### config.mk
export PLATFORM = sky130hd
export DESIGN_NAME = switch_mcu_fetch_ctrl
export DESIGN_NICKNAME = d
export VERILOG_FILES = /design/src/rtl/switch_mcu_pkg.sv /design/src/rtl/switch_mcu_decoder.sv /design/src/rtl/switch_mcu_fetch_ctrl.sv
export SDC_FILE = /design/constraint.sdc
export NUM_CORES = 1
export LEC_CHECK = 0
export ABC_CLOCK_PERIOD_IN_PS = 2400
export CAP_MARGIN = 20
export CORE_MARGIN = 10
export CORE_UTILIZATION = 39
export CTS_BUF_LIST = sky130_fd_sc_hd__clkbuf_8
export CTS_CLUSTER_DIAMETER = 60
export DETAILED_ROUTE_END_ITERATION = 8
export HOLD_SLACK_MARGIN = 0.15
export PLACE_DENSITY = 0.79
export RECOVER_POWER = 25
export SLEW_MARGIN = 0
export SYNTH_ARGS = -nofsm -noshare
export SYNTH_HDL_FRONTEND = slang
export SYNTH_SLANG_ARGS = --single-unit
### constraint.sdc
create_clock -name in_clk -period 2.4 [get_ports in_clk]
set_clock_uncertainty 0.1 [all_clocks]
set_input_delay 0.48 -clock in_clk [delete_from_list [all_inputs] [get_ports in_clk]]
set_output_delay 0.48 -clock in_clk [all_outputs]
set_load 0.01 [all_outputs]
### src/rtl/switch_mcu_pkg.sv
// Shared constants for the switch MCU fetch/decode path: RV32I encodings,
// one-hot instruction strobe indices and fetch FSM state encodings.
package switch_mcu_pkg;

    localparam int INST_NUM = 47;

    localparam int INST_LUI    = 0;
    localparam int INST_AUIPC  = 1;
    localparam int INST_JAL    = 2;
    localparam int INST_JALR   = 3;
    localparam int INST_BEQ    = 4;
    localparam int INST_BNE    = 5;
    localparam int INST_BLT    = 6;
    localparam int INST_BGE    = 7;
    localparam int INST_BLTU   = 8;
    localparam int INST_BGEU   = 9;
    localparam int INST_LB     = 10;
    localparam int INST_LH     = 11;
    localparam int INST_LW     = 12;
    localparam int INST_LBU    = 13;
    localparam int INST_LHU    = 14;
    localparam int INST_SB     = 15;
    localparam int INST_SH     = 16;
    localparam int INST_SW     = 17;
    localparam int INST_ADDI   = 18;
    localparam int INST_SLTI   = 19;
    localparam int INST_SLTIU  = 20;
    localparam int INST_XORI   = 21;
    localparam int INST_ORI    = 22;
    localparam int INST_ANDI   = 23;
    localparam int INST_SLLI   = 24;
    localparam int INST_SRLI   = 25;
    localparam int INST_SRAI   = 26;
    localparam int INST_ADD    = 27;
    localparam int INST_SUB    = 28;
    localparam int INST_SLL    = 29;
    localparam int INST_SLT    = 30;
    localparam int INST_SLTU   = 31;
    localparam int INST_XOR    = 32;
    localparam int INST_SRL    = 33;
    localparam int INST_SRA    = 34;
    localparam int INST_OR     = 35;
    localparam int INST_AND    = 36;
    localparam int INST_FENCE  = 37;
    localparam int INST_FENCEI = 38;
    localparam int INST_ECALL  = 39;
    localparam int INST_EBREAK = 40;
    localparam int INST_CSRRW  = 41;
    localparam int INST_CSRRS  = 42;
    localparam int INST_CSRRC  = 43;
    localparam int INST_CSRRWI = 44;
    localparam int INST_CSRRSI = 45;
    localparam int INST_CSRRCI = 46;

    localparam logic [6:0] OP_LUI      = 7'b0110111;
    localparam logic [6:0] OP_AUIPC    = 7'b0010111;
    localparam logic [6:0] OP_JAL      = 7'b1101111;
    localparam logic [6:0] OP_JALR     = 7'b1100111;
    localparam logic [6:0] OP_BRANCH   = 7'b1100011;
    localparam logic [6:0] OP_LOAD     = 7'b0000011;
    localparam logic [6:0] OP_STORE    = 7'b0100011;
    localparam logic [6:0] OP_IMM      = 7'b0010011;
    localparam logic [6:0] OP_REG      = 7'b0110011;
    localparam logic [6:0] OP_MISC_MEM = 7'b0001111;
    localparam logic [6:0] OP_SYSTEM   = 7'b1110011;

    localparam logic [2:0] F3_000 = 3'b000;
    localparam logic [2:0] F3_001 = 3'b001;
    localparam logic [2:0] F3_010 = 3'b010;
    localparam logic [2:0] F3_011 = 3'b011;
    localparam logic [2:0] F3_100 = 3'b100;
    localparam logic [2:0] F3_101 = 3'b101;
    localparam logic [2:0] F3_110 = 3'b110;
    localparam logic [2:0] F3_111 = 3'b111;

    localparam logic [6:0] F7_BASE = 7'b0000000;
    localparam logic [6:0] F7_ALT  = 7'b0100000;

    localparam logic [31:0] ENC_ECALL  = 32'h0000_0073;
    localparam logic [31:0] ENC_EBREAK = 32'h0010_0073;

    typedef enum logic [1:0] {
        ST_FETCH  = 2'd0,
        ST_EXEC   = 2'd1,
        ST_UPDATE = 2'd2
    } fetch_state_t;

endpackage

### src/rtl/switch_mcu_decoder.sv
// Combinational RV32I decoder: exact-match one-hot strobes, illegal flag,
// register indices and raw immediate fields.
module switch_mcu_decoder
    import switch_mcu_pkg::*;
(
    input  logic [31:0]         inst,
    output logic [INST_NUM-1:0] inst_vec,
    output logic                illegal,
    output logic [4:0]          rs1,
    output logic [4:0]          rs2,
    output logic [4:0]          rd,
    output logic [11:0]         imm_i,
    output logic [11:0]         imm_s,
    output logic [11:0]         imm_b,
    output logic [19:0]         imm_u,
    output logic [18:0]         imm_j
);

    logic [6:0] opcode;
    logic [2:0] f3;
    logic [6:0] f7;

    assign opcode = inst[6:0];
    assign f3     = inst[14:12];
    assign f7     = inst[31:25];

    assign rs1   = inst[19:15];
    assign rs2   = inst[24:20];
    assign rd    = inst[11:7];
    assign imm_i = inst[31:20];
    assign imm_s = {inst[31:25], inst[11:7]};
    assign imm_b = {inst[31], inst[7], inst[30:25], inst[11:8]};
    assign imm_u = inst[31:12];
    // imm[1] is not carried, so a jal with inst[21] set cannot be represented
    assign imm_j = {inst[31], inst[19:12], inst[20], inst[30:22]};

    always_comb begin
        inst_vec = '0;
        case (opcode)
            OP_LUI:   inst_vec[INST_LUI]   = 1'b1;
            OP_AUIPC: inst_vec[INST_AUIPC] = 1'b1;
            OP_JAL:   inst_vec[INST_JAL]   = ~inst[21];
            OP_JALR:  inst_vec[INST_JALR]  = (f3 == F3_000);
            OP_BRANCH: begin
                inst_vec[INST_BEQ]  = (f3 == F3_000);
                inst_vec[INST_BNE]  = (f3 == F3_001);
                inst_vec[INST_BLT]  = (f3 == F3_100);
                inst_vec[INST_BGE]  = (f3 == F3_101);
                inst_vec[INST_BLTU] = (f3 == F3_110);
                inst_vec[INST_BGEU] = (f3 == F3_111);
            end
            OP_LOAD: begin
                inst_vec[INST_LB]  = (f3 == F3_000);
                inst_vec[INST_LH]  = (f3 == F3_001);
                inst_vec[INST_LW]  = (f3 == F3_010);
                inst_vec[INST_LBU] = (f3 == F3_100);
                inst_vec[INST_LHU] = (f3 == F3_101);
            end
            OP_STORE: begin
                inst_vec[INST_SB] = (f3 == F3_000);
                inst_vec[INST_SH] = (f3 == F3_001);
                inst_vec[INST_SW] = (f3 == F3_010);
            end
            OP_IMM: begin
                inst_vec[INST_ADDI]  = (f3 == F3_000);
                inst_vec[INST_SLTI]  = (f3 == F3_010);
                inst_vec[INST_SLTIU] = (f3 == F3_011);
                inst_vec[INST_XORI]  = (f3 == F3_100);
                inst_vec[INST_ORI]   = (f3 == F3_110);
                inst_vec[INST_ANDI]  = (f3 == F3_111);
                inst_vec[INST_SLLI]  = (f3 == F3_001) && (f7 == F7_BASE);
                inst_vec[INST_SRLI]  = (f3 == F3_101) && (f7 == F7_BASE);
                inst_vec[INST_SRAI]  = (f3 == F3_101) && (f7 == F7_ALT);
            end
            OP_REG: begin
                inst_vec[INST_ADD]  = (f3 == F3_000) && (f7 == F7_BASE);
                inst_vec[INST_SUB]  = (f3 == F3_000) && (f7 == F7_ALT);
                inst_vec[INST_SLL]  = (f3 == F3_001) && (f7 == F7_BASE);
                inst_vec[INST_SLT]  = (f3 == F3_010) && (f7 == F7_BASE);
                inst_vec[INST_SLTU] = (f3 == F3_011) && (f7 == F7_BASE);
                inst_vec[INST_XOR]  = (f3 == F3_100) && (f7 == F7_BASE);
                inst_vec[INST_SRL]  = (f3 == F3_101) && (f7 == F7_BASE);
                inst_vec[INST_SRA]  = (f3 == F3_101) && (f7 == F7_ALT);
                inst_vec[INST_OR]   = (f3 == F3_110) && (f7 == F7_BASE);
                inst_vec[INST_AND]  = (f3 == F3_111) && (f7 == F7_BASE);
            end
            OP_MISC_MEM: begin
                inst_vec[INST_FENCE]  = (f3 == F3_000);
                inst_vec[INST_FENCEI] = (f3 == F3_001);
            end
            OP_SYSTEM: begin
                inst_vec[INST_ECALL]  = (inst == ENC_ECALL);
                inst_vec[INST_EBREAK] = (inst == ENC_EBREAK);
                inst_vec[INST_CSRRW]  = (f3 == F3_001);
                inst_vec[INST_CSRRS]  = (f3 == F3_010);
                inst_vec[INST_CSRRC]  = (f3 == F3_011);
                inst_vec[INST_CSRRWI] = (f3 == F3_101);
                inst_vec[INST_CSRRSI] = (f3 == F3_110);
                inst_vec[INST_CSRRCI] = (f3 == F3_111);
            end
            default: inst_vec = '0;
        endcase
    end

    assign illegal = (inst_vec == '0);

endmodule

### src/rtl/switch_mcu_fetch_ctrl.sv
// Fetch/execute sequencer for the multi-cycle core: owns the PC, the
// instruction register and the per-instruction step counter.
module switch_mcu_fetch_ctrl
    import switch_mcu_pkg::*;
#(
    parameter logic [31:0] RESET_PC    = 32'h0000_0000,
    parameter int          EXEC_CYCLES = 4
) (
    input  logic                in_clk,
    input  logic                in_rst,
    output logic                out_imem_req,
    output logic [31:0]         out_imem_addr,
    input  logic                in_imem_ack,
    input  logic [31:0]         in_imem_rdata,
    input  logic                in_stall,
    input  logic                in_pc_load,
    input  logic [31:0]         in_pc_target,
    output logic [31:0]         out_pc_reg,
    output logic [3:0]          out_cycle_cnt,
    output logic [INST_NUM-1:0] out_inst,
    output logic                out_illegal,
    output logic [4:0]          out_rs1,
    output logic [4:0]          out_rs2,
    output logic [4:0]          out_rd,
    output logic [11:0]         out_imm_type_i,
    output logic [11:0]         out_imm_type_s,
    output logic [11:0]         out_imm_type_b,
    output logic [19:0]         out_imm_type_u,
    output logic [18:0]         out_imm_type_j
);

    localparam logic [3:0] CNT_LAST = 4'(EXEC_CYCLES - 1);

    fetch_state_t  state_reg, state_next;
    logic [31:0]   pc_reg;
    logic [31:0]   inst_reg;
    logic [31:0]   target_reg;
    logic          redirect_reg;
    logic [3:0]    cnt_reg;
    logic [INST_NUM-1:0] dec_vec;
    logic          dec_illegal;
    logic          exec_last;

    assign exec_last = (cnt_reg == CNT_LAST) && !in_stall;

    always_comb begin
        state_next = state_reg;
        case (state_reg)
            ST_FETCH:  if (in_imem_ack) state_next = ST_EXEC;
            ST_EXEC:   if (exec_last)   state_next = ST_UPDATE;
            ST_UPDATE: state_next = ST_FETCH;
            default:   state_next = ST_FETCH;
        endcase
    end

    always_ff @(posedge in_clk) begin
        if (in_rst) begin
            state_reg    <= ST_FETCH;
            pc_reg       <= RESET_PC;
            inst_reg     <= '0;
            target_reg   <= '0;
            redirect_reg <= 1'b0;
            cnt_reg      <= '0;
        end else begin
            state_reg <= state_next;
            case (state_reg)
                ST_FETCH: begin
                    cnt_reg <= '0;
                    if (in_imem_ack) inst_reg <= in_imem_rdata;
                end
                ST_EXEC: begin
                    // the last pulse wins; the flag stays set until UPDATE
                    if (in_pc_load) begin
                        redirect_reg <= 1'b1;
                        target_reg   <= in_pc_target;
                    end
                    if (exec_last)     cnt_reg <= '0;
                    else if (!in_stall) cnt_reg <= cnt_reg + 4'd1;
                end
                ST_UPDATE: begin
                    pc_reg       <= redirect_reg ? (target_reg & ~32'h1) : (pc_reg + 32'd4);
                    redirect_reg <= 1'b0;
                    cnt_reg      <= '0;
                end
                default: cnt_reg <= '0;
            endcase
        end
    end

    switch_mcu_decoder u_decoder (
        .inst     (inst_reg),
        .inst_vec (dec_vec),
        .illegal  (dec_illegal),
        .rs1      (out_rs1),
        .rs2      (out_rs2),
        .rd       (out_rd),
        .imm_i    (out_imm_type_i),
        .imm_s    (out_imm_type_s),
        .imm_b    (out_imm_type_b),
        .imm_u    (out_imm_type_u),
        .imm_j    (out_imm_type_j)
    );

    assign out_imem_req  = (state_reg == ST_FETCH) && !in_rst;
    assign out_imem_addr = pc_reg;
    assign out_pc_reg    = pc_reg;
    assign out_cycle_cnt = cnt_reg;
    assign out_inst      = (state_reg == ST_EXEC) ? dec_vec : '0;
    assign out_illegal   = (state_reg == ST_EXEC) && dec_illegal;

endmodule
==> results.toml <==
[detailed_routing]
first_pass_iters = 5
drt_iter0_drc = 293
dr_total_vias = 6303
wl_um = 21930
route.detailed.drc = 0
vias_per_cell = 5.141
routedWlPerCell_um = 17.88
ant_nets = 0

[yosys]
synth_edf_count = 0
synthTopCellsByArea = "dfxtp_1, buf_4, nand2_1"
yosys.area.top_type = "dfxtp_1"
syn_area_mm2 = 0.006001
ys_seq_elements = 101
synth_common_cells = "nand2_1, buf_4, dfxtp_1"
synth_cells = 816
async_flop_share_pct = 0
synth_most_common_cell = "nand2_1"
synth.distinct_cells = 60
seq_area_frac_synth_pct = 33.69
yosysWarnings = 0
synth_top_area_share_pct = 33.69
synth.avg_cell_area_um2 = 7.354
synthFlopType = "dfxtp_1"

[layout]
final_nets = 1104
layout-drive-gt1-share_pct = 20.91
largest_register_ffs = 32
area_growth_pct = 47.75
n_fill_cell = 1414
design_area_mm2 = 0.008866
antenna_cells = 0

[floorplanning]
core-area_mm2 = 0.01515
dieWidth_um = 144.0
num_rows = 45
die_h_um = 144.0
io_pins = 276
die_area_mm2 = 0.02075
initial_core_util_pct = 39.62

[power]
p_total_mw = 4.099
power_density_mw_per_mm2 = 462.4
p_leak_nw = 3.397
worst_ir_drop_vdd_mv = 0.3999

[timing]
hold_ws_ns = 0.3573
finalSetupViolCount = 17
final.setup.worst_slack_ns = -0.5156
rsz0062_at_grt = "true"
fin_crit_sh_pct = 121.5
worst_slew_pin_slew_ns = 0.9020
maxSlewHeadroom_pct = 39.87
finalMaxSlewViolations = 0
finalHoldViolations = 0
timing.fmax_ghz = 0.3430
period_minus_slack_ns = 2.916

[clocking]
clkTransAtPathRegs_ns = 0.10
clk_latency_ns = 0.38
cts_root_buffer = "clkbuf_8"
clk_path_buf_depth = 2
htreeDepth = 3
numCtsBuffers = 9
cts_tree = "done"
hold_buffers = 0
clock_sinks = 101

[run_status]
violations = "setup timing"
outcome = "complete, but fails checks"

[placed_design]
io_buffers = 272
gp_congestion = 0.8928
dpl_cell_area_mm2 = 0.008546
place.detailed.hpwl_um = 16580

[worst_setup_path]
cp_data_required_time_ns = 1.82
crit_arrival_ns = 2.34
worstSetupPathType = "reg -> out"
cp-start-kind = "flip-flop"
path_max_fanout = 2
crit_path_end_kind = "output port"

[grt]
grt_pass1_wl_um = 33180
antenna_found_initial = 1
grt_overflow_total = 0
grt_max_degree = 63
grt_usage_pct = 19.96
grt_pass1_vias = 6148

[run]
maxCapViolCount = 0

[worst_hold_path]
hp-class = "reg -> reg"
[routing by layer]
layer,up-vias,part of all wire [%],GRT usage (%)
li1,3093,-,-
met1,2929,40,22.04
met2,255,50,35.46
met3,24,9.2,6.953
met4,2,1.3,5.373
met5,-,0.055,0
[worst paths after layout]
kind | start | endpoint | slack [ns] | depth (start not counted)
worst min-delay path | target_reg[28] | target_reg[28] | 0.36 | 2
worst max-delay path | inst_reg[28] | out_illegal | -0.52 | 6
worst min register to register | target_reg[28] | target_reg[28] | 0.36 | 2
worst max register to register | out_imem_addr[7] | out_imem_addr[16] | 0.28 | 5
[power by group]
| part | internal [mW] | total (mW) | leakage [nW] | switching, mW |
|---|---|---|---|---|
| Clock | 0.509 | 1.12 | 0.104 | 0.612 |
| Combinational | 0.601 | 1.10 | 2.47 | 0.502 |
| Sequential | 1.77 | 1.87 | 0.826 | 0.102 |
| Total | 2.88 | 4.10 | 3.40 | 1.22 |
[per-stage QoR]
stage	setup TNS (ns)	std cells	worst slack, ns	utilization [%]
after floorplan	0	817	0.02104	-
after global placement	-9.416	1196	-0.5705	56.42
after detailed placement	-9.669	1196	-0.5760	56.42
after CTS	-8.878	1220	-0.5656	58.05
after global routing	-9.400	1226	-0.5954	58.54
final	-7.250	1226	-0.5156	58.54
[layout make-up]
cell class                      count  area, um2  area share [%]
Sequential cell                   101       2033           22.93
Tap cell                          188      235.2           2.653
Timing Repair Buffer              378       3336           37.62
Clock buffer                       10      137.6           1.552
Inverter                            8      30.03          0.3387
Clock inverter                      6      63.81          0.7197
Multi-Input combinational cell    535       3030           34.18
[placed cells by master, fill, tap and decap left out, drive strengths merged, types with 5 or more instances in the layout]
cell type | netlist | final
clkdlybuf4s50 | 0 | 222
nand2 | 159 | 159
buf | 129 | 131
dfxtp | 101 | 101
a21oi | 84 | 84
nor2 | 84 | 84
clkbuf | 44 | 32
nand4 | 18 | 18
mux2i | 16 | 16
nand3 | 16 | 16
nor3 | 15 | 15
nor4 | 13 | 13
o22ai | 12 | 12
and3 | 11 | 11
a22oi | 10 | 10
o21ai | 10 | 10
inv | 8 | 9
or3 | 8 | 8
a211oi | 6 | 6
a31oi | 5 | 5
and2 | 5 | 5
or2 | 5 | 5
nand2b | 5 | 5
[repair_timing]
action,in CTS,in global routing
buffers inserted,10,7
resized for setup,176,69
pin swaps,10,12
cloned,0,0
endpoints found under the hold margin,0,0
endpoints found under the setup margin,49,44
[kinds of logic (layout without fill, tap and decap cells)]
kind of cell,count (synthesis),after routing,share of synthesized area (%)
AO/OA/AOI/OAI,147,147,14.51
XOR/XNOR,5,5,0.7297
adder cells (fa/ha/maj),2,2,0.4169
buffers and inverters,181,402,19.16
flip-flops,101,101,33.69
multiplexers,17,17,2.856
other,1,2,0.06249
AND/OR/NAND/NOR,362,362,28.57
[critical path, cell delays in order (launching register included)]
cell and delay [ns]:
dfxtp_2 0.33, or4_4 0.56, or4b_4 0.56, nor3_4 0.12, o31a_1 0.17, nor4_1 0.06
buf_2 0.16
Power figures use the tool's default switching activity.
==> edit: new RTL, same settings <==
Register the output `out_cycle_cnt` once more; this adds one clock of latency there. The other outputs are not delayed to match.
--- a/src/rtl/switch_mcu_fetch_ctrl.sv
+++ b/src/rtl/switch_mcu_fetch_ctrl.sv
@@ -104,7 +104,9 @@
     assign out_imem_req  = (state_reg == ST_FETCH) && !in_rst;
     assign out_imem_addr = pc_reg;
     assign out_pc_reg    = pc_reg;
-    assign out_cycle_cnt = cnt_reg;
+    always_ff @(posedge in_clk) begin
+        out_cycle_cnt <= cnt_reg;
+    end
     assign out_inst      = (state_reg == ST_EXEC) ? dec_vec : '0;
     assign out_illegal   = (state_reg == ST_EXEC) && dec_illegal;
 
Behaviour: not the same (Yosys sat finds a counterexample within 4 cycles, from zero or initial values and one cycle with in_rst high).
==> edit against the original RTL <==
  * The flow still finishes with violations (setup timing)
  * Cell count increased by 2.1%
  * Count of clock-buffer cells in the layout up 1
  * Worst setup slack improved by 0.15 ns
  * Highest routed layer is now met4
  * Cell area rose by 2.0%
  * Synthesized area grew 1.4%
  * First-iteration DRC count increased by 22%
  * Die area rose by 1.2%
  * Sequential cell count increased by 4
  * Clock power is 4% higher
  * Total power is 1.5% higher
  * Wire length rose by 1.6%
==> edit: results (changes against the original RTL) <==
<table>
<tr><th>Metric</th><th>Value</th></tr>
<tr><th colspan="2">Global routing</th></tr>
<tr><td>Wire length of the first global-routing pass</td><td>34.24 mm (+3.2%)</td></tr>
<tr><td>Total Routing Usage GR</td><td>0.1974 (-0.002192)</td></tr>
<tr><th colspan="2">Logic synthesis</th></tr>
<tr><td>Register area share after synthesis</td><td>0.3453 (+0.008376)</td></tr>
<tr><td>Xor/xnor share of the synthesized area</td><td>0.005755 (-0.001542)</td></tr>
<tr><th colspan="2">Outcome</th></tr>
<tr><td>Violations in the final reports</td><td>setup timing</td></tr>
<tr><td>Result of the run</td><td>complete, but fails checks</td></tr>
<tr><th colspan="2">Worst setup path</th></tr>
<tr><td>CP arrival</td><td>2.19 ns (-0.15 ns)</td></tr>
<tr><td>Worst R2R Setup Slack</td><td>0.08 ns (-0.20 ns)</td></tr>
<tr><td>Slowest Stage Delay on Critical Path</td><td>0.63 ns (+0.07 ns)</td></tr>
<tr><td>Maximum net fanout on the critical path</td><td>3 (+1)</td></tr>
<tr><td>R2R cell count</td><td>7 (+2)</td></tr>
<tr><th colspan="2">Place</th></tr>
<tr><td>Placer's final routability congestion estimate</td><td>0.9258 (+3.7%)</td></tr>
<tr><td>Area of placed instances</td><td>8612 sq um (+0.78%)</td></tr>
<tr><td>Post-placement worst setup slack</td><td>-0.4124 ns (+0.1637 ns)</td></tr>
<tr><th colspan="2">Power and ir drop</th></tr>
<tr><td>Leakage Power</td><td>3.400 nW (about the same)</td></tr>
<tr><td>Switching portion of total power</td><td>0.2887 (-0.007955)</td></tr>
<tr><td>Fraction of power consumed by the clock network</td><td>0.278 (+0.004)</td></tr>
<tr><td>Maximum VDD drop</td><td>0.2608 mV (-35%)</td></tr>
<tr><td>Total power divided by cell area</td><td>460.1 nW/um^2 (-0.49%)</td></tr>
<tr><td>Sequential Power Share</td><td>0.459 (+0.002)</td></tr>
<tr><th colspan="2">Min path</th></tr>
<tr><td>Type of the most critical hold path</td><td>primary input to flip-flop</td></tr>
<tr><td>End of the worst hold path</td><td>redirect_reg$_SDFFE_PP0P_</td></tr>
<tr><td>Startpoint of the most critical hold path</td><td>in_rst</td></tr>
<tr><th colspan="2">STA</th></tr>
<tr><td>Final count of negative-setup-slack endpoints</td><td>40 (+23)</td></tr>
<tr><td>Final worst slack</td><td>-0.3683 ns (+0.1474 ns)</td></tr>
<tr><th colspan="2">Detailed routing</th></tr>
<tr><td>Vias/cell</td><td>5.104 (-0.73%)</td></tr>
</table>
==> edit: changes by cell type after synthesis, sizes merged, moves of 4 or more <==
cell / before / now
a211oi: 6 / 2
dfxtp: 101 / 105
o21ai: 10 / 5
buf: 129 / 134
and4: 2 / 6
nor3: 15 / 22
mux2i: 16 / 11
nand2: 159 / 155
==> edit: cell type report <==
cell class                      instances  area [sq um]  area share
Antenna cell                            2         5.005   0.0005534
Clock buffer                           11         151.4     0.01674
Clock inverter                          5         55.05    0.006087
Inverter                                8         30.03    0.003320
Multi-Input combinational cell        531          3063      0.3387
Sequential cell                       105          2122      0.2346
Tap cell                              211         264.0     0.02919
Timing Repair Buffer                  379          3353      0.3708
==> edit: per-layer routing <==
layer / global-route usage / vias up / share of wire
met2: 0.3448 / 258 / 0.49
met5: 0 / - / 0
met4: 0.04494 / 0 / 0.012
met3: 0.06582 / 22 / 0.084
met1: 0.2273 / 2989 / 0.41
li1: - / 3121 / -
